### src/rtl/minitb_ahb_arbiter_pkg.sv
// Shared constants and types for the minitb AHB-lite round-robin arbiter.
package minitb_ahb_pkg;

    localparam logic [1:0] HTRANS_IDLE   = 2'b00;
    localparam logic [1:0] HTRANS_BUSY   = 2'b01;
    localparam logic [1:0] HTRANS_NONSEQ = 2'b10;
    localparam logic [1:0] HTRANS_SEQ    = 2'b11;

    // Wide enough for 8 masters plus a sentinel that never collides with a real index.
    typedef logic [3:0] owner_t;
    localparam owner_t NO_OWNER = 4'hF;

    typedef logic [3:0] qcnt_t;

    typedef enum logic {
        ST_NO_OWNER = 1'b0,
        ST_OWNED    = 1'b1
    } arb_state_t;

    function automatic owner_t wrap_add(input owner_t base, input int off, input int n);
        int s;
        s = int'(base) + off;
        if (s >= n) s = s - n;
        return owner_t'(s);
    endfunction

endpackage

### src/rtl/minitb_ahb_arbiter_if.sv
// Master-side and slave-side AHB-lite signals around the arbiter.
// Valid/ready: an address phase on s_htrans is accepted at a posedge only when s_hready=1;
// a master whose m_hready is low must hold its address/control unchanged.
interface minitb_ahb_arbiter_if #(
    parameter int NUM_MASTERS = 2,
    parameter int ADDR_WIDTH  = 8,
    parameter int DATA_WIDTH  = 32
);
    logic [NUM_MASTERS-1:0]                 m_hbusreq;
    logic [NUM_MASTERS-1:0]                 m_hgrant;
    logic [NUM_MASTERS-1:0][1:0]            m_htrans;
    logic [NUM_MASTERS-1:0][ADDR_WIDTH-1:0] m_haddr;
    logic [NUM_MASTERS-1:0]                 m_hwrite;
    logic [NUM_MASTERS-1:0][DATA_WIDTH-1:0] m_hwdata;
    logic [NUM_MASTERS-1:0]                 m_hready;
    logic [DATA_WIDTH-1:0]                  m_hrdata;
    logic [1:0]                             s_htrans;
    logic [ADDR_WIDTH-1:0]                  s_haddr;
    logic                                   s_hwrite;
    logic [DATA_WIDTH-1:0]                  s_hwdata;
    logic                                   s_hready;
    logic [DATA_WIDTH-1:0]                  s_hrdata;

    // The arbiter is the slave of the requesting masters and drives the shared slave port.
    modport slave (
        input  m_hbusreq, m_htrans, m_haddr, m_hwrite, m_hwdata, s_hready, s_hrdata,
        output m_hgrant, m_hready, m_hrdata, s_htrans, s_haddr, s_hwrite, s_hwdata
    );

    modport master (
        output m_hbusreq, m_htrans, m_haddr, m_hwrite, m_hwdata, s_hready, s_hrdata,
        input  m_hgrant, m_hready, m_hrdata, s_htrans, s_haddr, s_hwrite, s_hwdata
    );
endinterface

### src/rtl/minitb_ahb_arbiter_rr_picker.sv
// Combinational round-robin select: first requester at or after ptr, wrapping.
module minitb_rr_picker
    import minitb_ahb_pkg::*;
#(
    parameter int NUM_MASTERS = 2
) (
    input  logic [NUM_MASTERS-1:0] req,
    input  owner_t                 ptr,
    output logic                   valid,
    output owner_t                 idx
);
    logic [2*NUM_MASTERS-1:0] doubled;
    logic [NUM_MASTERS-1:0]   rotated;

    always_comb begin
        doubled = {req, req} >> ptr;
        rotated = doubled[NUM_MASTERS-1:0];
        valid   = |req;
        idx     = NO_OWNER;
        // Walk downward so the smallest offset from ptr wins.
        for (int k = NUM_MASTERS - 1; k >= 0; k--) begin
            if (rotated[k]) idx = wrap_add(ptr, k, NUM_MASTERS);
        end
    end
endmodule

### src/rtl/minitb_ahb_arbiter.sv
// Round-robin AHB-lite arbiter with a per-tenure NONSEQ quantum and a separate
// data-phase owner so write data and hready follow pipelined ownership changes.
module minitb_ahb_arbiter
    import minitb_ahb_pkg::*;
#(
    parameter int NUM_MASTERS = 2,
    parameter int ADDR_WIDTH  = 8,
    parameter int DATA_WIDTH  = 32,
    parameter int QUANTUM     = 4
) (
    input  logic                hclk,
    input  logic                hreset,
    minitb_ahb_arbiter_if.slave bus,
    output arb_state_t          state
);
    localparam qcnt_t QMAX = qcnt_t'(QUANTUM);

    arb_state_t             state_n;
    owner_t                 addr_owner, addr_owner_n;
    owner_t                 data_owner, data_owner_n;
    owner_t                 rr_ptr, rr_ptr_n;
    owner_t                 pick_idx;
    qcnt_t                  quantum_cnt, quantum_cnt_n, cnt_inc;
    logic [NUM_MASTERS-1:0] grant, grant_n, owner_mask, others;
    logic                   pick_valid, owner_req, take, drop, nonseq;
    logic [ADDR_WIDTH-1:0]  haddr_sel;
    logic [DATA_WIDTH-1:0]  hwdata_sel;

    always_ff @(posedge hclk or posedge hreset) begin
        if (hreset) begin
            state       <= ST_NO_OWNER;
            addr_owner  <= NO_OWNER;
            data_owner  <= NO_OWNER;
            rr_ptr      <= '0;
            quantum_cnt <= '0;
            grant       <= '0;
        end else begin
            state       <= state_n;
            addr_owner  <= addr_owner_n;
            data_owner  <= data_owner_n;
            rr_ptr      <= rr_ptr_n;
            quantum_cnt <= quantum_cnt_n;
            grant       <= grant_n;
        end
    end

    // Candidates for the next tenure exclude the current owner.
    always_comb begin
        for (int i = 0; i < NUM_MASTERS; i++) owner_mask[i] = (addr_owner == owner_t'(i));
        others    = bus.m_hbusreq & ~owner_mask;
        owner_req = |(bus.m_hbusreq & owner_mask);
        nonseq    = (bus.s_htrans == HTRANS_NONSEQ);
    end

    minitb_rr_picker #(.NUM_MASTERS(NUM_MASTERS)) u_picker (
        .req   (others),
        .ptr   (rr_ptr),
        .valid (pick_valid),
        .idx   (pick_idx)
    );

    always_comb begin
        state_n       = state;
        addr_owner_n  = addr_owner;
        data_owner_n  = data_owner;
        rr_ptr_n      = rr_ptr;
        quantum_cnt_n = quantum_cnt;
        grant_n       = grant;
        take          = 1'b0;
        drop          = 1'b0;
        cnt_inc       = quantum_cnt;
        if (nonseq && quantum_cnt < QMAX) cnt_inc = quantum_cnt + 4'd1;
        if (bus.s_hready) begin
            data_owner_n  = nonseq ? addr_owner : NO_OWNER;
            quantum_cnt_n = cnt_inc;
            case (state)
                ST_NO_OWNER: take = pick_valid;
                ST_OWNED: begin
                    if (!owner_req && bus.s_htrans == HTRANS_IDLE) begin
                        take = pick_valid;
                        drop = !pick_valid;
                    end else if (cnt_inc >= QMAX && pick_valid) begin
                        take = 1'b1;
                    end
                end
                default: drop = 1'b1;
            endcase
            if (take) begin
                state_n       = ST_OWNED;
                addr_owner_n  = pick_idx;
                rr_ptr_n      = wrap_add(pick_idx, 1, NUM_MASTERS);
                quantum_cnt_n = '0;
                for (int i = 0; i < NUM_MASTERS; i++) grant_n[i] = (pick_idx == owner_t'(i));
            end else if (drop) begin
                state_n       = ST_NO_OWNER;
                addr_owner_n  = NO_OWNER;
                quantum_cnt_n = '0;
                grant_n       = '0;
            end
        end
    end

    // Non-owners are held off while anyone requests so their address phase stalls.
    always_comb begin
        bus.s_htrans = HTRANS_IDLE;
        bus.s_hwrite = 1'b0;
        bus.m_hready = '0;
        haddr_sel    = '0;
        hwdata_sel   = '0;
        for (int i = 0; i < NUM_MASTERS; i++) begin
            if (addr_owner == owner_t'(i)) begin
                bus.s_htrans = bus.m_htrans[i];
                bus.s_hwrite = bus.m_hwrite[i];
                haddr_sel    = bus.m_haddr[i];
            end
            if (data_owner == owner_t'(i)) hwdata_sel = bus.m_hwdata[i];
            if (addr_owner == owner_t'(i) || data_owner == owner_t'(i))
                bus.m_hready[i] = bus.s_hready;
            else
                bus.m_hready[i] = (|bus.m_hbusreq) ? 1'b0 : bus.s_hready;
        end
        bus.s_haddr  = haddr_sel;
        bus.s_hwdata = hwdata_sel;
        bus.m_hgrant = grant;
        bus.m_hrdata = bus.s_hrdata;
    end
endmodule

### src/flat_wrapper.sv
// flat-port wrapper written by rule: the top's interface ports become plain ports
module minitb_ahb_arbiter_flat import minitb_ahb_pkg::*;
#(
    parameter int NUM_MASTERS = 2,
    parameter int ADDR_WIDTH  = 8,
    parameter int DATA_WIDTH  = 32,
    parameter int QUANTUM     = 4
)
  (hclk, hreset, state, bus_m_hbusreq, bus_m_htrans, bus_m_haddr, bus_m_hwrite, bus_m_hwdata, bus_s_hready, bus_s_hrdata, bus_m_hgrant, bus_m_hready, bus_m_hrdata, bus_s_htrans, bus_s_haddr, bus_s_hwrite, bus_s_hwdata);
  minitb_ahb_arbiter_if #(.NUM_MASTERS(NUM_MASTERS), .ADDR_WIDTH(ADDR_WIDTH), .DATA_WIDTH(DATA_WIDTH)) bus_i ();
  input  logic hclk;
  input  logic hreset;
  output arb_state_t state;
  input wire logic [$bits(bus_i.m_hbusreq)-1:0] bus_m_hbusreq;
  input wire logic [$bits(bus_i.m_htrans)-1:0] bus_m_htrans;
  input wire logic [$bits(bus_i.m_haddr)-1:0] bus_m_haddr;
  input wire logic [$bits(bus_i.m_hwrite)-1:0] bus_m_hwrite;
  input wire logic [$bits(bus_i.m_hwdata)-1:0] bus_m_hwdata;
  input wire logic [$bits(bus_i.s_hready)-1:0] bus_s_hready;
  input wire logic [$bits(bus_i.s_hrdata)-1:0] bus_s_hrdata;
  output wire logic [$bits(bus_i.m_hgrant)-1:0] bus_m_hgrant;
  output wire logic [$bits(bus_i.m_hready)-1:0] bus_m_hready;
  output wire logic [$bits(bus_i.m_hrdata)-1:0] bus_m_hrdata;
  output wire logic [$bits(bus_i.s_htrans)-1:0] bus_s_htrans;
  output wire logic [$bits(bus_i.s_haddr)-1:0] bus_s_haddr;
  output wire logic [$bits(bus_i.s_hwrite)-1:0] bus_s_hwrite;
  output wire logic [$bits(bus_i.s_hwdata)-1:0] bus_s_hwdata;
  assign bus_i.m_hbusreq = bus_m_hbusreq;
  assign bus_i.m_htrans = bus_m_htrans;
  assign bus_i.m_haddr = bus_m_haddr;
  assign bus_i.m_hwrite = bus_m_hwrite;
  assign bus_i.m_hwdata = bus_m_hwdata;
  assign bus_i.s_hready = bus_s_hready;
  assign bus_i.s_hrdata = bus_s_hrdata;
  assign bus_m_hgrant = bus_i.m_hgrant;
  assign bus_m_hready = bus_i.m_hready;
  assign bus_m_hrdata = bus_i.m_hrdata;
  assign bus_s_htrans = bus_i.s_htrans;
  assign bus_s_haddr = bus_i.s_haddr;
  assign bus_s_hwrite = bus_i.s_hwrite;
  assign bus_s_hwdata = bus_i.s_hwdata;
  minitb_ahb_arbiter #(.NUM_MASTERS(NUM_MASTERS), .ADDR_WIDTH(ADDR_WIDTH), .DATA_WIDTH(DATA_WIDTH), .QUANTUM(QUANTUM)) u_core (.hclk(hclk), .hreset(hreset), .bus(bus_i), .state(state));
endmodule
### config.mk
export PLATFORM = sky130hd
export DESIGN_NAME = minitb_ahb_arbiter_flat
export DESIGN_NICKNAME = d
export VERILOG_FILES = /design/src/rtl/minitb_ahb_arbiter_pkg.sv /design/src/rtl/minitb_ahb_arbiter_if.sv /design/src/rtl/minitb_ahb_arbiter_rr_picker.sv /design/src/rtl/minitb_ahb_arbiter.sv /design/src/flat_wrapper.sv
export SDC_FILE = /design/constraint.sdc
export NUM_CORES = 1
export LEC_CHECK = 0
export BUFFER_PORTS_ARGS = -buffer_cell sky130_fd_sc_hd__buf_4
export CELL_PAD_IN_SITES_DETAIL_PLACEMENT = 0
export CELL_PAD_IN_SITES_GLOBAL_PLACEMENT = 1
export CORE_UTILIZATION = 25
export CTS_CLUSTER_SIZE = 16
export DETAILED_ROUTE_END_ITERATION = 7
export GPL_ROUTABILITY_DRIVEN = 0
export PLACE_DENSITY_LB_ADDON = 0.3
export SLEW_MARGIN = 10
export SYNTH_ARGS = -nofsm -noshare
export SYNTH_HDL_FRONTEND = slang
export SYNTH_HIERARCHICAL = 1
export SYNTH_SLANG_ARGS = --single-unit
### constraint.sdc
create_clock -name hclk -period 3.9 [get_ports hclk]
set_input_delay 0.195 -clock hclk [delete_from_list [all_inputs] [get_ports hclk]]
set_output_delay 0.195 -clock hclk [all_outputs]
set_load 0.01 [all_outputs]
* Word-level counts from Yosys, hierarchy flattened
Index checks and enable logic that the tools add are counted.
W data, S select, Z words.
** Operators by class
- Eq/ne operators :: 4
- Bitwise logic cells :: 4
- Order comparisons :: 5
- Shifts and indexed selects :: 1
- Reduce and logical (&&, ||, !) cells :: 17
- Add/sub/neg operators :: 6
- Muxes and demuxes :: 33
** Operator list (number)
- $mux W32 :: 2
- $mux W4 :: 11
- $mux W8 :: 2
- $mux W1 :: 13
- $eq A4 B1 Y1 const B :: 3
- $logic_not A4 Y1 :: 3
- $add A4 B1 Y5 const B :: 2
- $ge A5 B2 Y1 const B :: 2
- $mux W2 :: 4
- $sub A4 B2 Y4 const B :: 2
- $reduce_or A2 Y1 :: 3
- $add A4 B1 Y4 const B :: 1
- $and A2 B2 Y2 :: 2
- $ge A4 B2 Y1 const B :: 1
- $ge A4 B3 Y1 const B :: 1
- $lt A4 B3 Y1 const B :: 1
- $reduce_and A2 Y1 :: 2
- $shr A4 B4 Y2 :: 1
- $sub A4 B3 Y4 const B :: 1
- $logic_and A1 B1 Y1 :: 3
- $eq A2 B2 Y1 const B :: 1
- $logic_not A1 Y1 :: 2
- $logic_not A2 Y1 :: 1
- $logic_or A1 B1 Y1 :: 2
- other kinds (4) :: 4
** Word-level totals
- Bits of input ports :: 123
- Logic and storage cells :: 76
- Output and inout port bits :: 80
- Register bits :: 19

* Logic depth before layout (Yosys ltp)
Gate-level depths: netlist of run 1.
- Word-level depth :: 14
- Depth in mapped cells :: 18

* Cells and area by module
The synthesis of run 1 kept the hierarchy.
** By module, submodules not included
- minitb_ahb_arbiter :: cells each 219, instances 1, sequential area each 485.5 um2, area an instance 1893.1 um2
- minitb_rr_picker :: cells each 37, instances 1, sequential area each 0.0 um2, area an instance 285.3 um2

* Worst setup path before layout of run 1
Ideal clock, no wire load.
- Path kind :: reg2reg
- Start :: reg u_core.addr_owner[3]
- End :: reg u_core.rr_ptr[1]
- Path slack :: 0.591 ns
- Data arrival time :: 3.185 ns
- Path buffers :: 1
- Data required time :: 3.775 ns
- Library setup time :: 0.125 ns
- Cell stages (with the launch flop) :: 17
- Cell sequence :: dfstp_2 > or3_1 > buf_6 > nor2_1 > nor2b_1 > mux2i_1 > nor3_1 > o41ai_1 > o22ai_1 > ha_1 > nor2b_1 > nor2_1 > ha_1 > nand3_1 > o221ai_1 > xnor2_1 > mux2_2
** Between the ends
- Elaborated cells on any way between the ends :: 29
- Classes of those cells :: add/sub (2); order compare (2); eq/ne (2); shift (1); mux (10); bitwise (3); reduce/logical (9)
** RTL lines
- start, declared :: line minitb_ahb_arbiter.sv:19 : owner_t addr_owner, addr_owner_n;
- start signal, assigned :: line minitb_ahb_arbiter.sv:39 : addr_owner <= addr_owner_n;
- $logic_not A4 Y1 * :: line minitb_ahb_arbiter.sv:49 : for (int i = 0; i < NUM_MASTERS; i++) owner_mask[i] = (addr_owner == owner_t'(i));
- $not A2 Y2 * :: line minitb_ahb_arbiter.sv:50 : others = bus.m_hbusreq & ~owner_mask;
- $and A2 B2 Y2 * :: line minitb_ahb_arbiter.sv:50
- net u_core.others[0] :: line minitb_ahb_arbiter.sv:24 : logic [NUM_MASTERS-1:0] grant, grant_n, owner_mask, others;
- $shr A4 B4 Y2 * :: line minitb_ahb_arbiter_rr_picker.sv:16 : doubled = {req, req} >> ptr;
- $mux W4 :: line minitb_ahb_arbiter_rr_picker.sv:22 : if (rotated[k]) idx = wrap_add(ptr, k, NUM_MASTERS);
- $mux W4 * :: line minitb_ahb_arbiter_rr_picker.sv:22
- net u_core.pick_idx[1] :: line minitb_ahb_arbiter.sv:22 : owner_t pick_idx;
- $add A4 B1 Y5 * :: line minitb_ahb_arbiter_pkg.sv:22 : s = int'(base) + off;
- $sub A4 B3 Y4 or $ge A5 B2 Y1 (tied branches) :: line minitb_ahb_arbiter_pkg.sv:23 : if (s >= n) s = s - n;
- $mux W4 * :: line minitb_ahb_arbiter_pkg.sv:23
- end signal, assigned :: line minitb_ahb_arbiter.sv:41 : rr_ptr <= rr_ptr_n;
- end, declared :: line minitb_ahb_arbiter.sv:21 : owner_t rr_ptr, rr_ptr_n;
Mark *: on every way through the listed nets, which the timed path passes. The rest lies on a longest branch. The select of a mux whose other input is x is not followed.
A chain may end at the register's enable or synchronous reset.

* Worst setup path after layout of run 1
- Start :: reg u_core.rr_ptr[0]
- End :: reg u_core.rr_ptr[1]
** Between the ends
- Word-level cells in the longest chain between the ends :: 8
- Elaborated cells on any way between the ends :: 14
- Classes of those cells :: add/sub (5); order compare (3); shift (1); mux (5)
** RTL lines (line)
- $add A4 B1 Y5 :: minitb_ahb_arbiter_pkg.sv:22
- $sub A4 B2 Y4 or $ge A5 B2 Y1 (tied branches) :: minitb_ahb_arbiter_pkg.sv:23
- $mux W4 :: minitb_ahb_arbiter_pkg.sv:23
- $mux W4 :: minitb_ahb_arbiter_rr_picker.sv:22
- $mux W4 * :: minitb_ahb_arbiter_rr_picker.sv:22
- net u_core.pick_idx[1] :: minitb_ahb_arbiter.sv:22
- $add A4 B1 Y5 * :: minitb_ahb_arbiter_pkg.sv:22
- $sub A4 B3 Y4 or $ge A5 B2 Y1 (tied branches) :: minitb_ahb_arbiter_pkg.sv:23
- $mux W4 * :: minitb_ahb_arbiter_pkg.sv:23
Mark *: on every way through the listed nets, which the timed path passes. The rest lies on a longest branch.

==> results of run 1 <==
[worst max-delay path: cells and delay by family (launching register included)]
kind,cells,cell delay (ns)
adder cells (fa/ha/maj),4,1.14
XOR/XNOR,2,0.36
AND/OR/NAND/NOR,4,0.59
multiplexers,2,0.33
AO/OA/AOI/OAI,2,0.51
flip-flops,1,0.48
[placed cells by master, fill, tap and decap left out, drive strengths merged, types with 7 or more instances in the layout]
| cell type | synthesis | final |
|---|---|---|
| buf | 39 | 145 |
| a22o | 32 | 32 |
| nor2 | 28 | 28 |
| mux2i | 15 | 15 |
| nand2 | 13 | 13 |
| inv | 13 | 13 |
| ha | 11 | 11 |
| dfrtp | 11 | 11 |
| dfstp | 8 | 8 |
| nand3 | 7 | 7 |
| o21ai | 7 | 7 |
[cells in the mapped netlist (2+ instances only)]
cell type                  count
sky130_fd_sc_hd__nand3_1       7
sky130_fd_sc_hd__xor2_1        2
sky130_fd_sc_hd__mux2i_1      15
sky130_fd_sc_hd__a31oi_2       3
sky130_fd_sc_hd__nor2b_1       4
sky130_fd_sc_hd__o22ai_1       5
sky130_fd_sc_hd__mux2_2        3
sky130_fd_sc_hd__inv_1        12
sky130_fd_sc_hd__nor3_1        2
sky130_fd_sc_hd__o21a_1        3
sky130_fd_sc_hd__buf_2         2
sky130_fd_sc_hd__buf_4        33
sky130_fd_sc_hd__ha_1         11
sky130_fd_sc_hd__nor2_1       26
sky130_fd_sc_hd__nand3b_1      4
sky130_fd_sc_hd__clkbuf_1      8
sky130_fd_sc_hd__dfstp_2       8
sky130_fd_sc_hd__o21ai_0       6
sky130_fd_sc_hd__xnor2_1       3
sky130_fd_sc_hd__nand2_1      12
sky130_fd_sc_hd__a22o_1       32
sky130_fd_sc_hd__dfrtp_1      11
sky130_fd_sc_hd__nor2_2        2
sky130_fd_sc_hd__or3_1         2
sky130_fd_sc_hd__o211a_1       2
sky130_fd_sc_hd__o2111a_1      2
sky130_fd_sc_hd__a21oi_1       4
sky130_fd_sc_hd__nand2b_1      3
sky130_fd_sc_hd__buf_6         3
sky130_fd_sc_hd__o31a_1        2
[final timing paths]
path	start	cells past startpoint	endpoint
hold reg to reg	u_core/addr_owner[2]	2	u_core/addr_owner[2]
setup reg to reg	u_core/rr_ptr[0]	14	u_core/rr_ptr[1]
setup / recovery	u_core/rr_ptr[0]	14	u_core/rr_ptr[1]
hold / removal	hreset	2	u_core/bus.m_hgrant[1]
max in group asynchronous	hreset	2	u_core/quantum_cnt[2]
min in group hclk	bus_s_hready	2	u_core/data_owner[1]
[state kept, by name, indices dropped and copies added (netlist names)]
| register | cells |
|---|---|
| u_core/addr_owner | 4 |
| u_core/data_owner | 4 |
| u_core/quantum_cnt | 4 |
| u_core/rr_ptr | 4 |
| u_core/bus.m_hgrant | 2 |
| u_core/state | 1 |
[power by group through the flow]
| stage | Sequential (W) | Combinational [W] | Clock [W] |
|---|---|---|---|
| CTS | 0.000286 | 0.000562 | 0.000145 |
| global placement | 0.000287 | 0.000558 | 0 |
| finish | 0.000286 | 0.000562 | 0.000141 |
| global route | 0.000292 | 0.000626 | 0.000155 |
| floorplan | 0.000268 | 0.000451 | 0 |
| detailed placement | 0.000289 | 0.000558 | 0 |
[metrics by stage]
step,setup slack [ns],power (W),utilization,cell area (sq um),hold WS (ns)
6_report,0.3781,0.0009883,0.3747,3126,0.07627
5_1_grt,0.01012,0.001074,0.3747,3126,0.1509
4_1_cts,0.4254,0.0009930,0.3747,3126,0.09566
3_5_place_dp,0.4432,0.0008474,0.3693,3080,0.3844
3_3_place_gp,0.5215,0.0008458,0.3693,3080,0.3543
2_1_floorplan,0.5906,0.0007194,-,2178,0.1402
[metal layers]
metal,up-vias,GRT usage
met5,-,0
met4,0,0.04419
met3,15,0.06061
met2,85,0.2411
met1,1002,0.1945
li1,1099,-
[final cells by class]
class	instances	area, sq um	area share
timing repair buffer	145	1089	0.3483
sequential	19	485.5	0.1553
inverter	13	48.80	0.01561
tap	105	131.4	0.04203
multi-input combinational	176	1326	0.4243
clock buffer	4	45.04	0.01441
[logic make-up (layout without fill, tap and decap cells)]
kind of cell             Yosys count  in the layout  synth area share
AO/OA/AOI/OAI                     70             70            0.2677
XOR/XNOR                           5              5           0.02011
adder cells (fa/ha/maj)           11             11           0.06318
multiplexers                      18             18           0.08443
flip-flops                        19             19            0.2229
AND/OR/NAND/NOR                   72             72            0.1677
buffers and inverters             61            162            0.1740
==> impl.org, run 1 <==
** Critical path
- The critical path is of the flip-flop to flip-flop type.
- Delay of the slowest cell on the worst path :: about 0.48 ns
- Critical path, cell by cell :: ha_1, xnor2_1, ha_1, and3_4, mux2i_1, o22ai_1, ha_1, nor2b_1, nor2_1, ha_1, nand3_1, o221ai_1, xnor2_1, mux2_2
- Maximum net fanout on the critical path :: 8
- Dominant cell type by count on the critical path :: sky130_fd_sc_hd__ha_1
- The worst setup path is captured at a flip-flop.
- Crit path DAT :: roughly 3.7 ns
- On the critical path, the stage with the largest delay is an instance of sky130_fd_sc_hd__dfrtp_1.
- Element type at the critical path start :: flip-flop
- Setup slack of the worst register-to-register path :: 0.38 ns
- At the worst endpoint, the required time is 4.05 ns.

** Power
- Fraction of power consumed by the clock network :: 0.142
- Portion of total power attributed to sequential cells :: 0.289
- VDD IR-drop max :: 0.1985 mV
- Power Internal :: 0.0005923 W
- Switching Fraction :: 0.4007
- For this design the ratio of total power to cell area is 316.2 mW/mm^2.
- Power share of the combinational group :: 0.568
- In this run the static leakage power is 1.631 nW.
- Switching power summed over all nets :: 0.0003960 W

** Synth
- Yosys top cell by area :: sky130_fd_sc_hd__a22o_1
- Counting flops with a built-in enable in the synthesized netlist gives 0.
- Avg Cell Area, Syn :: 8.509 sq um
- In this run, distinct cell masters in the synthesized netlist total 54.
- During synthesis, Yosys emitted a total of 6 warnings.
- Counting flops and latches in the post-synthesis netlist gives 19.
- Synthesis handed over a netlist of 256 instances.
- Of the synthesized area, sequential elements account for 0.2229.
- Synthesis produced a netlist with a net count of 390.
- Proportion of register bits with asynchronous set or reset after synthesis :: 1.000
- Cells taking the most area after synthesis :: sky130_fd_sc_hd__a22o_1, sky130_fd_sc_hd__dfrtp_1, sky130_fd_sc_hd__buf_4
- The most used flip-flop cell after synthesis is sky130_fd_sc_hd__dfrtp_1.
- The share of synthesized area in the top cell type comes to 0.1287.
- In this run the cell area of the synthesized design comes to 0.002178 sq mm.

** Cells and area
- In the final layout, the share of cells above drive strength 1 is 0.4846.
- Non-filler cells in the finished layout :: 462
- Fill cells in the final layout number approximately 900.
- Relative to the synthesized area, the layout overhead comes to 43.48%.
- After the last flow step, the layout net total stands at between 400 and 500.
- The repair_antennas step left the layout with diodes totalling 0.

** Route
- Detailed-route DRC error count :: 0
- Top routing layer in use :: met4
- WL/cell :: 16.36 um
- Via count normalized by instance count :: 4.764
- The final route contains 2201 vias.
- Wire segments on met2 add up to 3511 um in the final route.
- For this run, the detailed router's first-pass iteration total came to 4.
- The count of nets left with antenna violations once routing finished came out at 0.
- For this block, wires on met1 add up to between 3000 and 4000 um.
- Met3 WL post-DR :: 812 um
- 1st-iter DRT viols :: 55
- Final WL :: 7558 um

** Global routing
- Via count of the first global-routing pass :: 2002
- Total global-route track usage :: 0.1540
- Largest net degree at the start of global routing :: 34
- The total overflow left after global routing is 0.
- Global-route wire length before repair :: 10520 um
- Antenna violations before repair :: 0

** STA
- Setup repair after global routing left no endpoint under its margin.
- Final setup violation count :: 0
- Derived from the worst setup path, the maximum achievable clock frequency is 283.9 MHz.
- In the finished design, the share of the clock period the worst path needs comes to 0.9030.
- The number of max-slew violations in the final report is 0.
- Actual slew at the worst max-slew pin :: 0.7701 ns
- Setup TNS :: 0 ns
- Measured against its own limit, the worst slew margin works out to 0.4860.
- Final Hold Violating Endpoints :: 0
- Final clock skew :: 0.004001 ns
- The smallest clock period supported by the final layout is computed as 3.522 ns.

** Floorplan
- CORE AREA :: 0.008341 sq mm
- The initial utilization of the core area, before any placement, comes to 0.2612.
- X dimension of the die :: 95.35 um
- In this run the core area contains 33 standard-cell rows.
- Die H :: 95.35 um
- Pin placement for this block handled between 200 and 250 I/O pins.
- Overall die area :: 0.009091 sq mm

** Place
- Cell Count Post-Placement :: 458
- Number of buffers added on ports :: 138
- Detailed placement finished with a half-perimeter wire length of 6180 um.

** Clock tree
- CTS saw 19 sinks.
- At the later pin of the worst-skew pair, clock insertion delay measures between 0.2 and 0.3 ns.
- CTS built an H-tree with a depth of 1.
- Bufs on Longest Clock Path :: 2
- PostCTS Resize Cnt :: 0
- Hold repair after CTS inserted 0 buffers.
- Number of buffers added by the clock tree synthesis step :: 3
- The root buffer cell chosen for the clock tree is sky130_fd_sc_hd__clkbuf_8.
- Setup fix buffers added after clock tree synthesis :: 0
- TritonCTS clock tree :: yes
- Clock-pin slew was measured on the worst setup and hold paths at 0.07 ns.

** Run status
- The run finished with clean final reports.

** Flow run
- Across the run, the number of max-cap violations was 0.

** Hold path
- The tightest min-delay check is of the input port to async pin type.
Note: power is estimated with default switching activity, not from simulation.
==> run 2: changes to the inputs <==
--- a/config.mk
+++ b/config.mk
@@ -9,6 +9,7 @@
 export CELL_PAD_IN_SITES_DETAIL_PLACEMENT = 0
 export CELL_PAD_IN_SITES_GLOBAL_PLACEMENT = 1
 export CORE_UTILIZATION = 25
+export CTS_BUF_LIST = sky130_fd_sc_hd__clkbuf_8
 export CTS_CLUSTER_SIZE = 16
 export DETAILED_ROUTE_END_ITERATION = 7
 export GPL_ROUTABILITY_DRIVEN = 0
==> run 2 against run 1 <==
Flip-flop and latch count stayed put. Routed wire length hardly changed. Worst hold slack worse by 0.00069 ns. Global-route usage stayed put. Largest cell class unchanged. Largest power group unchanged. Critical endpoint unchanged. Critical path depth stayed put.
==> impl.org, run 2 (synthesized netlist as in run 1, its figures left out) <==
** Run status
- Outcome :: finished clean

** STA
- Final setup violation count :: 0 (unchanged)
- Minimum period implied by the final worst setup slack :: 3.520 ns (-0.001521 ns)
- The maximum frequency from static timing analysis was 284.1 MHz (about the same).
- The headroom to the max-slew limit is 0.4871 (+0.001053).
- The setup skew after layout is 0.003719 ns (-0.0002827 ns).
- Tcrit/Tclk final :: 0.9027 (about the same)
- Setup TNS :: 0 ns (unchanged)
- Setup repair after global routing left no endpoint under its margin.
- Final Hold Violating Endpoints :: 0 (unchanged)
- The number of max-slew violations in the final report is 0 (unchanged).
- The slew at the pin closest to its max-slew limit was 0.7685 ns (-0.001578 ns).
- The worst-case hold slack was 0.07558 ns (-0.0006906 ns).

** Place
- The number of port buffers is 138 (unchanged).
- HPWL after DPL :: 6180 um (unchanged)
- Cell Count Post-Placement :: 458 (unchanged)

** Floorplan
- The floorplan row count was 33 (unchanged).
- Die H :: 95.35 um (unchanged)
- X dimension of the die :: 95.35 um (unchanged)
- The initial core utilization came to 0.2612 (unchanged).
- CORE AREA :: 0.008341 sq mm (unchanged)
- Total I/O pin count :: 203 (unchanged)
- The full die area is 0.009091 sq mm (unchanged).

** Clock tree
- Setup fix buffers added after clock tree synthesis :: 0 (unchanged)
- Bufs on Longest Clock Path :: 2 (unchanged)
- PostCTS Resize Cnt :: 0 (unchanged)
- The total of hold buffers inserted after clock tree synthesis is 0 (unchanged).
- The clock-pin slew on the worst setup and hold paths was 0.07 ns (about the same).
- The insertion delay to the later sink of the worst-skew pair came to 0.26 ns (about the same).
- Number of buffers added by the clock tree synthesis step :: 3 (unchanged)
- TritonCTS clock tree :: yes
- The clock sink count came to 19 (unchanged).
- Level count of the clock H-tree :: 1 (unchanged)
- CTS Root Buffer Type :: sky130_fd_sc_hd__clkbuf_8

** Power
- Power, Total :: 0.0009857 W (-0.26%)
- The power density relative to cell area is 315.4 mW/mm^2 (-0.26%).
- The standby leakage power is 1.635 nW (+0.25%).
- The maximum vdd ir drop was 0.1985 mV (about the same).

** Global routing
- Via count of the first global-routing pass :: 2002 (unchanged)
- The number of antenna violations at the first check in global routing is 0 (unchanged).
- Grt total ovfl :: 0 (unchanged)
- The maximum number of pins on one net before global-route repair is 34 (unchanged).
- Global-route wire length before repair :: 10520 um (unchanged)
- Total global-route track usage :: 0.1540 (unchanged)

** Critical path
- Type of the worst setup path :: flip-flop to flip-flop
- Endpoint kind of the worst setup timing path :: flip-flop
- The required time of the critical path came to 4.05 ns (about the same).
- Depth of the most critical reg-to-reg path :: 14 (unchanged)
- Element type at the critical path start :: flip-flop
- Crit path DAT :: 3.67 ns (about the same)
- The largest driver fanout on the critical path was 8 (unchanged).

** Route
- The iteration count of the initial detailed-routing pass is 4 (unchanged).
- The via count was 2203 (+0.091%).
- Final WL :: 7557 um (about the same)
- Detailed-route DRC error count :: 0 (unchanged)
- The wire length per cell after detailed routing is 16.36 um (about the same).
- Number of antenna-violating nets in the routed design :: 0 (unchanged)
- The number of violations reported at the end of detailed-routing iteration 0 is 50 (-9.1%).
- Via count normalized by instance count :: 4.768 (about the same)

** Cells and area
- The post-layout utilization of the core is 0.3747 (unchanged).
- Leading cell type in the layout, fill and taps excluded :: sky130_fd_sc_hd__buf_4
- Diodes inserted :: 0 (unchanged)
- In the layout the commonest cells are sky130_fd_sc_hd__buf_4, sky130_fd_sc_hd__a22o_1, sky130_fd_sc_hd__nor2_1, sky130_fd_sc_hd__mux2i_1, sky130_fd_sc_hd__inv_1.
- The layout overhead on the synthesized area is 43.48% (unchanged).
- The layout cell share with drive strength beyond 1 is 0.4846 (unchanged).
- The final non-filler cell total came to 462 (unchanged).
- The number of inserted filler cells in the final layout came to 895 (unchanged).
- The net count of the finished layout came to 492 (unchanged).

** Flow run
- The max-cap check violation count was 0 (unchanged).

** Hold path
- Class of the most critical hold timing path :: input port to async pin
run 2: cell count changes in the layout (fill, tap and decap cells not counted):
cell                       change
sky130_fd_sc_hd__clkbuf_1      -1
sky130_fd_sc_hd__inv_1         +1
run 2: metrics by stage:
step,instance area [sq um],setup slack [ns]
global route,3126,0.01064
global placement,3080,0.5215
finish,3126,0.3797
detailed placement,3080,0.4432
floorplan,2178,0.5906
CTS,3126,0.4254
run 2: metal layers:
layer,share of wire,track usage,vias up
li1,-,-,1099
met1,0.41,0.1945,1004
met2,0.46,0.2411,85
met3,0.11,0.06061,15
met4,0.017,0.04419,0
met5,0,0,-
run 2: where the power goes:
part	internal, W	switching [W]	leakage, nW
logic	0.000283	0.000279	1.38
registers	0.000237	0.0000492	0.224
clock network	0.0000701	0.0000678	0.0269
total	0.000590	0.000396	1.64
run 2: worst max-delay path, cell delays in order (launching register included):
cell and delay, ns:
sky130_fd_sc_hd__dfrtp_1 0.48, sky130_fd_sc_hd__ha_1 0.28, sky130_fd_sc_hd__xnor2_1 0.21, sky130_fd_sc_hd__ha_1 0.26
sky130_fd_sc_hd__and3_4 0.21, sky130_fd_sc_hd__mux2i_1 0.08, sky130_fd_sc_hd__o22ai_1 0.37, sky130_fd_sc_hd__ha_1 0.34
sky130_fd_sc_hd__nor2b_1 0.20, sky130_fd_sc_hd__nor2_1 0.06, sky130_fd_sc_hd__ha_1 0.26, sky130_fd_sc_hd__nand3_1 0.12
sky130_fd_sc_hd__o221ai_1 0.14, sky130_fd_sc_hd__xnor2_1 0.15, sky130_fd_sc_hd__mux2_2 0.25
run 2: cell type report:
| type | instances | area [sq um] | area share |
|---|---|---|---|
| multi-input cells | 176 | 1326 | 0.4243 |
| repair buffers | 145 | 1089 | 0.3483 |
| flip-flops and latches | 19 | 485.5 | 0.1553 |
| well taps | 105 | 131.4 | 0.04203 |
| inverters | 13 | 48.80 | 0.01561 |
| clock buffers | 3 | 41.29 | 0.01321 |
| clock inverters | 1 | 3.754 | 0.001201 |
run 2: worst paths after layout:
kind                                           start                endpoint  slack (ns)
worst min-delay path                          hreset  u_core/bus.m_hgrant[1]        0.08
worst max register to register      u_core/rr_ptr[0]        u_core/rr_ptr[1]        0.38
worst max-delay path                u_core/rr_ptr[0]        u_core/rr_ptr[1]        0.38
worst min register to register  u_core/addr_owner[2]    u_core/addr_owner[2]        0.50
max in group asynchronous                     hreset   u_core/quantum_cnt[2]        3.35
min in group hclk                       bus_s_hready    u_core/data_owner[1]        0.24
==> run 3: changes to the inputs <==
--- a/config.mk
+++ b/config.mk
@@ -5,10 +5,11 @@
 export SDC_FILE = /design/constraint.sdc
 export NUM_CORES = 1
 export LEC_CHECK = 0
+export ABC_AREA = 1
 export BUFFER_PORTS_ARGS = -buffer_cell sky130_fd_sc_hd__buf_4
 export CELL_PAD_IN_SITES_DETAIL_PLACEMENT = 0
 export CELL_PAD_IN_SITES_GLOBAL_PLACEMENT = 1
-export CORE_UTILIZATION = 25
+export CORE_UTILIZATION = 24
 export CTS_BUF_LIST = sky130_fd_sc_hd__clkbuf_8
 export CTS_CLUSTER_SIZE = 16
 export DETAILED_ROUTE_END_ITERATION = 7
==> run 3 against run 2 <==
Synthesized cell count rose by 41%. Largest power group unchanged. Clock-buffer cell count unchanged. Largest cell class unchanged. Register-to-register slack better by 0.34 ns. Cell count increased by 28%.
==> impl.org, run 3 <==
** Global routing
- Antenna violations before repair :: 0 (unchanged)
- Total global-route track usage :: 0.1468 (-0.007203)
- The global-route congestion overflow total was 0 (unchanged).
- Via count of the first global-routing pass :: 2399 (+20%)
- Largest net degree at the start of global routing :: 34 (unchanged)
- Global-route wire length before repair :: 11890 um (+13%)

** Synth
- After synthesis, the most frequently instantiated cells are sky130_fd_sc_hd__nand2_1, sky130_fd_sc_hd__inv_1, sky130_fd_sc_hd__nand3_1.
- The synthesized cell area was 0.002316 sq mm (+6.3%).
- The share of the synthesized area in the top cell type is 0.1253 (-0.003324).
- The number of instances in the synthesized netlist was 362 (+41%).
- Cells taking the most area after synthesis :: sky130_fd_sc_hd__nand3_1, sky130_fd_sc_hd__dfrtp_1, sky130_fd_sc_hd__buf_4
- Cell with the most instances after synthesis :: sky130_fd_sc_hd__nand2_1
- Dominant synthesized flop cell :: sky130_fd_sc_hd__dfrtp_1
- Proportion of register bits with asynchronous set or reset after synthesis :: 1.000 (unchanged)
- Number of enable-type register cells in the synthesized netlist :: 0 (unchanged)
- The unique cell type count in the Yosys netlist was 31 (-43%).
- The sequential element share of the synthesized area came to 0.2096 (-0.01324).
- Synthesized net count :: 496 (+27%)
- The number of flip-flops and latches in the synthesized netlist came to 19 (unchanged).
- Yosys top cell by area :: sky130_fd_sc_hd__nand3_1
- Avg Cell Area, Syn :: 6.398 sq um (-25%)
- The warning count from the yosys run was 6 (unchanged).

** Critical path
- Critical Path RT :: 4.05 ns (about the same)
- Grouping stages by cell kind, the critical path spends the most delay in simple AND/OR/NAND/NOR gates.
- The worst-case reg-to-reg path depth is 21 (+7).
- The setup path with the least slack is of type flip-flop to flip-flop.
- Worst setup path start :: u_core/addr_owner[3]
- Counting stages on the worst path, the most repeated cell is sky130_fd_sc_hd__nand2_1.
- Traced cell by cell, the critical path runs through nor2_2, nand2_1, clkinv_1, nor2_1, nand2_2, a21oi_2, nand2_2, a21oi_2, nand2_1, nand2_1, inv_1, ha_1, inv_1, ha_1, inv_1, nor2_1, nand2_1, inv_1, nand2_1, nand2_1, o21ai_0.
- Worst R2R Start :: u_core/addr_owner[3]
- The critical path arrival came to 3.33 ns (-0.34 ns).
- The most critical setup path has its endpoint at u_core/rr_ptr[1].
- Delay of the slowest cell on the worst path :: 0.54 ns (+0.06 ns)
- The worst setup slack for register-to-register paths was 0.72 ns (+0.34 ns).
- Maximum net fanout on the critical path :: 10 (+2)
- Element type at the critical path start :: flip-flop
- The worst register-to-register path ends at u_core/rr_ptr[1].
- Critical path depth :: 21 (+7)
- Endpoint kind of the worst setup timing path :: flip-flop
- The number of buffer and inverter stages on the critical path was 5 (+5).
- On the critical path, the stage with the largest delay is an instance of sky130_fd_sc_hd__dfstp_2.

** Clock tree
- Number of buffers added by the clock tree synthesis step :: 3 (unchanged)
- The total of hold buffers inserted after clock tree synthesis is 0 (unchanged).
- Clock sink count :: 19 (unchanged)
- The CTS H-tree depth was 1 (unchanged).
- The number of cells upsized or downsized after cts came to 0 (unchanged).
- TritonCTS built the clock tree.
- The number of setup buffers added after CTS is 0 (unchanged).
- CTS Root Buffer Type :: sky130_fd_sc_hd__clkbuf_8
- Clock latency of the later-clocked register in the worst-skew pair :: 0.26 ns (about the same)
- Register clock-pin slew on the reported worst setup and hold paths :: 0.08 ns (about the same)
- The buffer depth of the longest clock path was 2 (unchanged).

** Power
- VDD IR-drop max :: 0.3793 mV (+91%)
- Portion of total power attributed to sequential cells :: 0.202 (-0.088)
- Leakage dissipation :: 1.812 nW (+11%)
- Switching power summed over all nets :: 0.0009263 W (+130%)
- The total power draw came to 0.001795 W (+82%).
- The fraction of power spent switching nets is 0.5161 (+0.1143).
- Fraction of power consumed by the clock network :: 0.081 (-0.059)
- Power share of the combinational group :: 0.716 (+0.146)
- The cell-internal power came to 0.0008686 W (+47%).
- Pwr per Cell Area :: 543.6 mW/mm^2 (+72%)

** Cells and area
- Share of final-layout standard cells stronger than drive strength 1 :: 0.3922 (-0.09235)
- Diodes inserted :: 0 (unchanged)
- The area growth from synthesis to layout is 42.57%.
- The library cell used most frequently in the layout, excluding fill and tap cells, is sky130_fd_sc_hd__buf_4.
- Final-stage net count :: 599 (+22%)
- The number of inserted filler cells in the final layout came to 1053 (+18%).
- The storage element area was 485.5 sq um (unchanged).
- Area of the multi-input gates :: 0.001321 sq mm (-0.38%)
- Most used cells in the layout excluding fill and tap cells :: sky130_fd_sc_hd__buf_4, sky130_fd_sc_hd__nand2_1, sky130_fd_sc_hd__inv_1, sky130_fd_sc_hd__nand3_1, sky130_fd_sc_hd__o21ai_0

** STA
- Final clock skew :: 0.002078 ns (-0.001641 ns)
- The post-route setup TNS was 0 ns (unchanged).
- The number of max-slew violations in the final report was 0 (unchanged).
- The final number of hold-violating endpoints is 0 (unchanged).
- RSZ-0062 raised after global routing :: no
- The final clock period utilization by the worst path was 0.8150 (-0.08764).
- The slew at the pin closest to its max-slew limit came to 1.086 ns (+0.3171 ns).
- Remaining max-slew budget at the tightest pin :: 0.2742 (-0.2128)
- Peak Freq :: 314.6 MHz (+11%)
- The minimum clock period was 3.179 ns (-0.3418 ns).
- The count of endpoints failing setup in the final report came to 0 (unchanged).

** Route
- The post-detailed-route DRC marker count came to 0 (unchanged).
- The number of violations reported at the end of detailed-routing iteration 0 came to 98 (+96%).
- Count of vias placed by the detailed router :: 2632 (+19%)
- WL/cell :: 13.09 um (-20%)
- The routed wire length came to 7764 um (+2.7%).
- Via count normalized by instance count :: 4.438 (-6.9%)
- The number of antenna-violating nets in the routed design came to 0 (unchanged).
- Number of iterations in the first detailed-routing pass :: 4 (unchanged)

** Floorplan
- CORE AREA :: 0.009284 sq mm (+11%)
- Starting utilization of the core area :: 0.2495 (-0.01172)
- The height of the chip is 100.2 um (+5.1%).
- The floorplan row count came to 35 (+6.1%).
- The full die area came to 0.01005 sq mm (+11%).
- The horizontal die dimension is 100.2 um (+5.1%).
- Total I/O pin count :: 203 (unchanged)

** Hold path
- Class of the most critical hold timing path :: input port to async pin

** Place
- HPWL after DPL :: 6130 um (-0.82%)
- Number of buffers added on ports :: 138 (unchanged)

** Flow run
- The max-cap check violation count was 0 (unchanged).

** Run status
- Outcome :: finished clean
run 3: cell count changes after synthesis, moves of 9 or more:
| cell | before | now |
|---|---|---|
| sky130_fd_sc_hd__nand2_2 | 1 | 10 |
| sky130_fd_sc_hd__mux2i_1 | 15 | 0 |
| sky130_fd_sc_hd__o21ai_0 | 6 | 39 |
| sky130_fd_sc_hd__a22o_1 | 32 | 9 |
| sky130_fd_sc_hd__nand3_1 | 7 | 58 |
| sky130_fd_sc_hd__nand2_1 | 12 | 62 |
| sky130_fd_sc_hd__inv_1 | 12 | 58 |
run 3: power groups by stage:
stage          Clock [W]  Combinational, W  Sequential, W
6_report        0.000146           0.00129       0.000363
5_1_grt         0.000160           0.00148       0.000378
4_1_cts         0.000152           0.00130       0.000364
3_5_place_dp           0           0.00129       0.000367
3_3_place_gp           0           0.00128       0.000367
2_1_floorplan          0          0.000965       0.000348
run 3: worst min path at each step:
stage | to | from | cells past startpoint
final | u_core/bus.m_hgrant[1] | hreset | 2
after global routing | u_core/bus.m_hgrant[1] | hreset | 2
after CTS | u_core/bus.m_hgrant[1] | hreset | 2
after detailed placement | u_core/bus.m_hgrant[1] | hreset | 2
after global placement | u_core/bus.m_hgrant[0] | hreset | 2
after floorplan | u_core/bus.m_hgrant[0] | hreset | 1
run 3: logic make-up after synthesis:
| logic type | Yosys count | synth area share |
|---|---|---|
| simple gates | 163 | 0.3393 |
| buf+inv | 105 | 0.2220 |
| compound gates | 60 | 0.1545 |
| flops | 19 | 0.2096 |
| fa+ha+maj | 11 | 0.05943 |
| xor+xnor | 4 | 0.01513 |
run 3: final cells by class:
cell class | instances | area share
Multi-Input combinational cell | 238 | 0.4002
Timing Repair Buffer | 140 | 0.3183
Sequential cell | 19 | 0.1470
Inverter | 63 | 0.07162
Tap cell | 129 | 0.04888
Clock buffer | 3 | 0.01250
Clock inverter | 1 | 0.001516
run 3: routing by layer:
metal	up-vias	wire (um)	global-route usage
li1	1331	-	-
met1	1187	3364	0.1832
met2	102	3739	0.2613
met3	12	570	0.03064
met4	0	89	0.02676
met5	-	0	0
run 3: worst register-to-register path, cell delays in order, from the launching register on:
cell,delay [ns]
sky130_fd_sc_hd__dfstp_2,0.54
sky130_fd_sc_hd__nor2_2,0.06
sky130_fd_sc_hd__nand2_1,0.11
sky130_fd_sc_hd__clkinv_1,0.25
sky130_fd_sc_hd__nor2_1,0.22
sky130_fd_sc_hd__nand2_2,0.09
sky130_fd_sc_hd__a21oi_2,0.16
sky130_fd_sc_hd__nand2_2,0.11
sky130_fd_sc_hd__a21oi_2,0.16
sky130_fd_sc_hd__nand2_1,0.06
sky130_fd_sc_hd__nand2_1,0.11
sky130_fd_sc_hd__inv_1,0.09
sky130_fd_sc_hd__ha_1,0.30
sky130_fd_sc_hd__inv_1,0.08
sky130_fd_sc_hd__ha_1,0.15
sky130_fd_sc_hd__inv_1,0.05
sky130_fd_sc_hd__nor2_1,0.17
sky130_fd_sc_hd__nand2_1,0.09
sky130_fd_sc_hd__inv_1,0.07
sky130_fd_sc_hd__nand2_1,0.05
sky130_fd_sc_hd__nand2_1,0.05
sky130_fd_sc_hd__o21ai_0,0.08
run 3: per-stage QoR:
stage | setup WS [ns] | instance area (sq um) | hold slack, ns | util | instances
6_report | 0.7215 | 3302 | 0.06499 | 0.3557 | 593
3_5_place_dp | 0.7564 | 3256 | 0.3901 | 0.3507 | 589
5_1_grt | 0.2922 | 3302 | 0.1456 | 0.3557 | 593
2_1_floorplan | 1.133 | 2316 | 0.1402 | - | 362
3_3_place_gp | 0.8698 | 3256 | 0.3772 | 0.3507 | 589
4_1_cts | 0.7251 | 3302 | 0.1003 | 0.3557 | 593
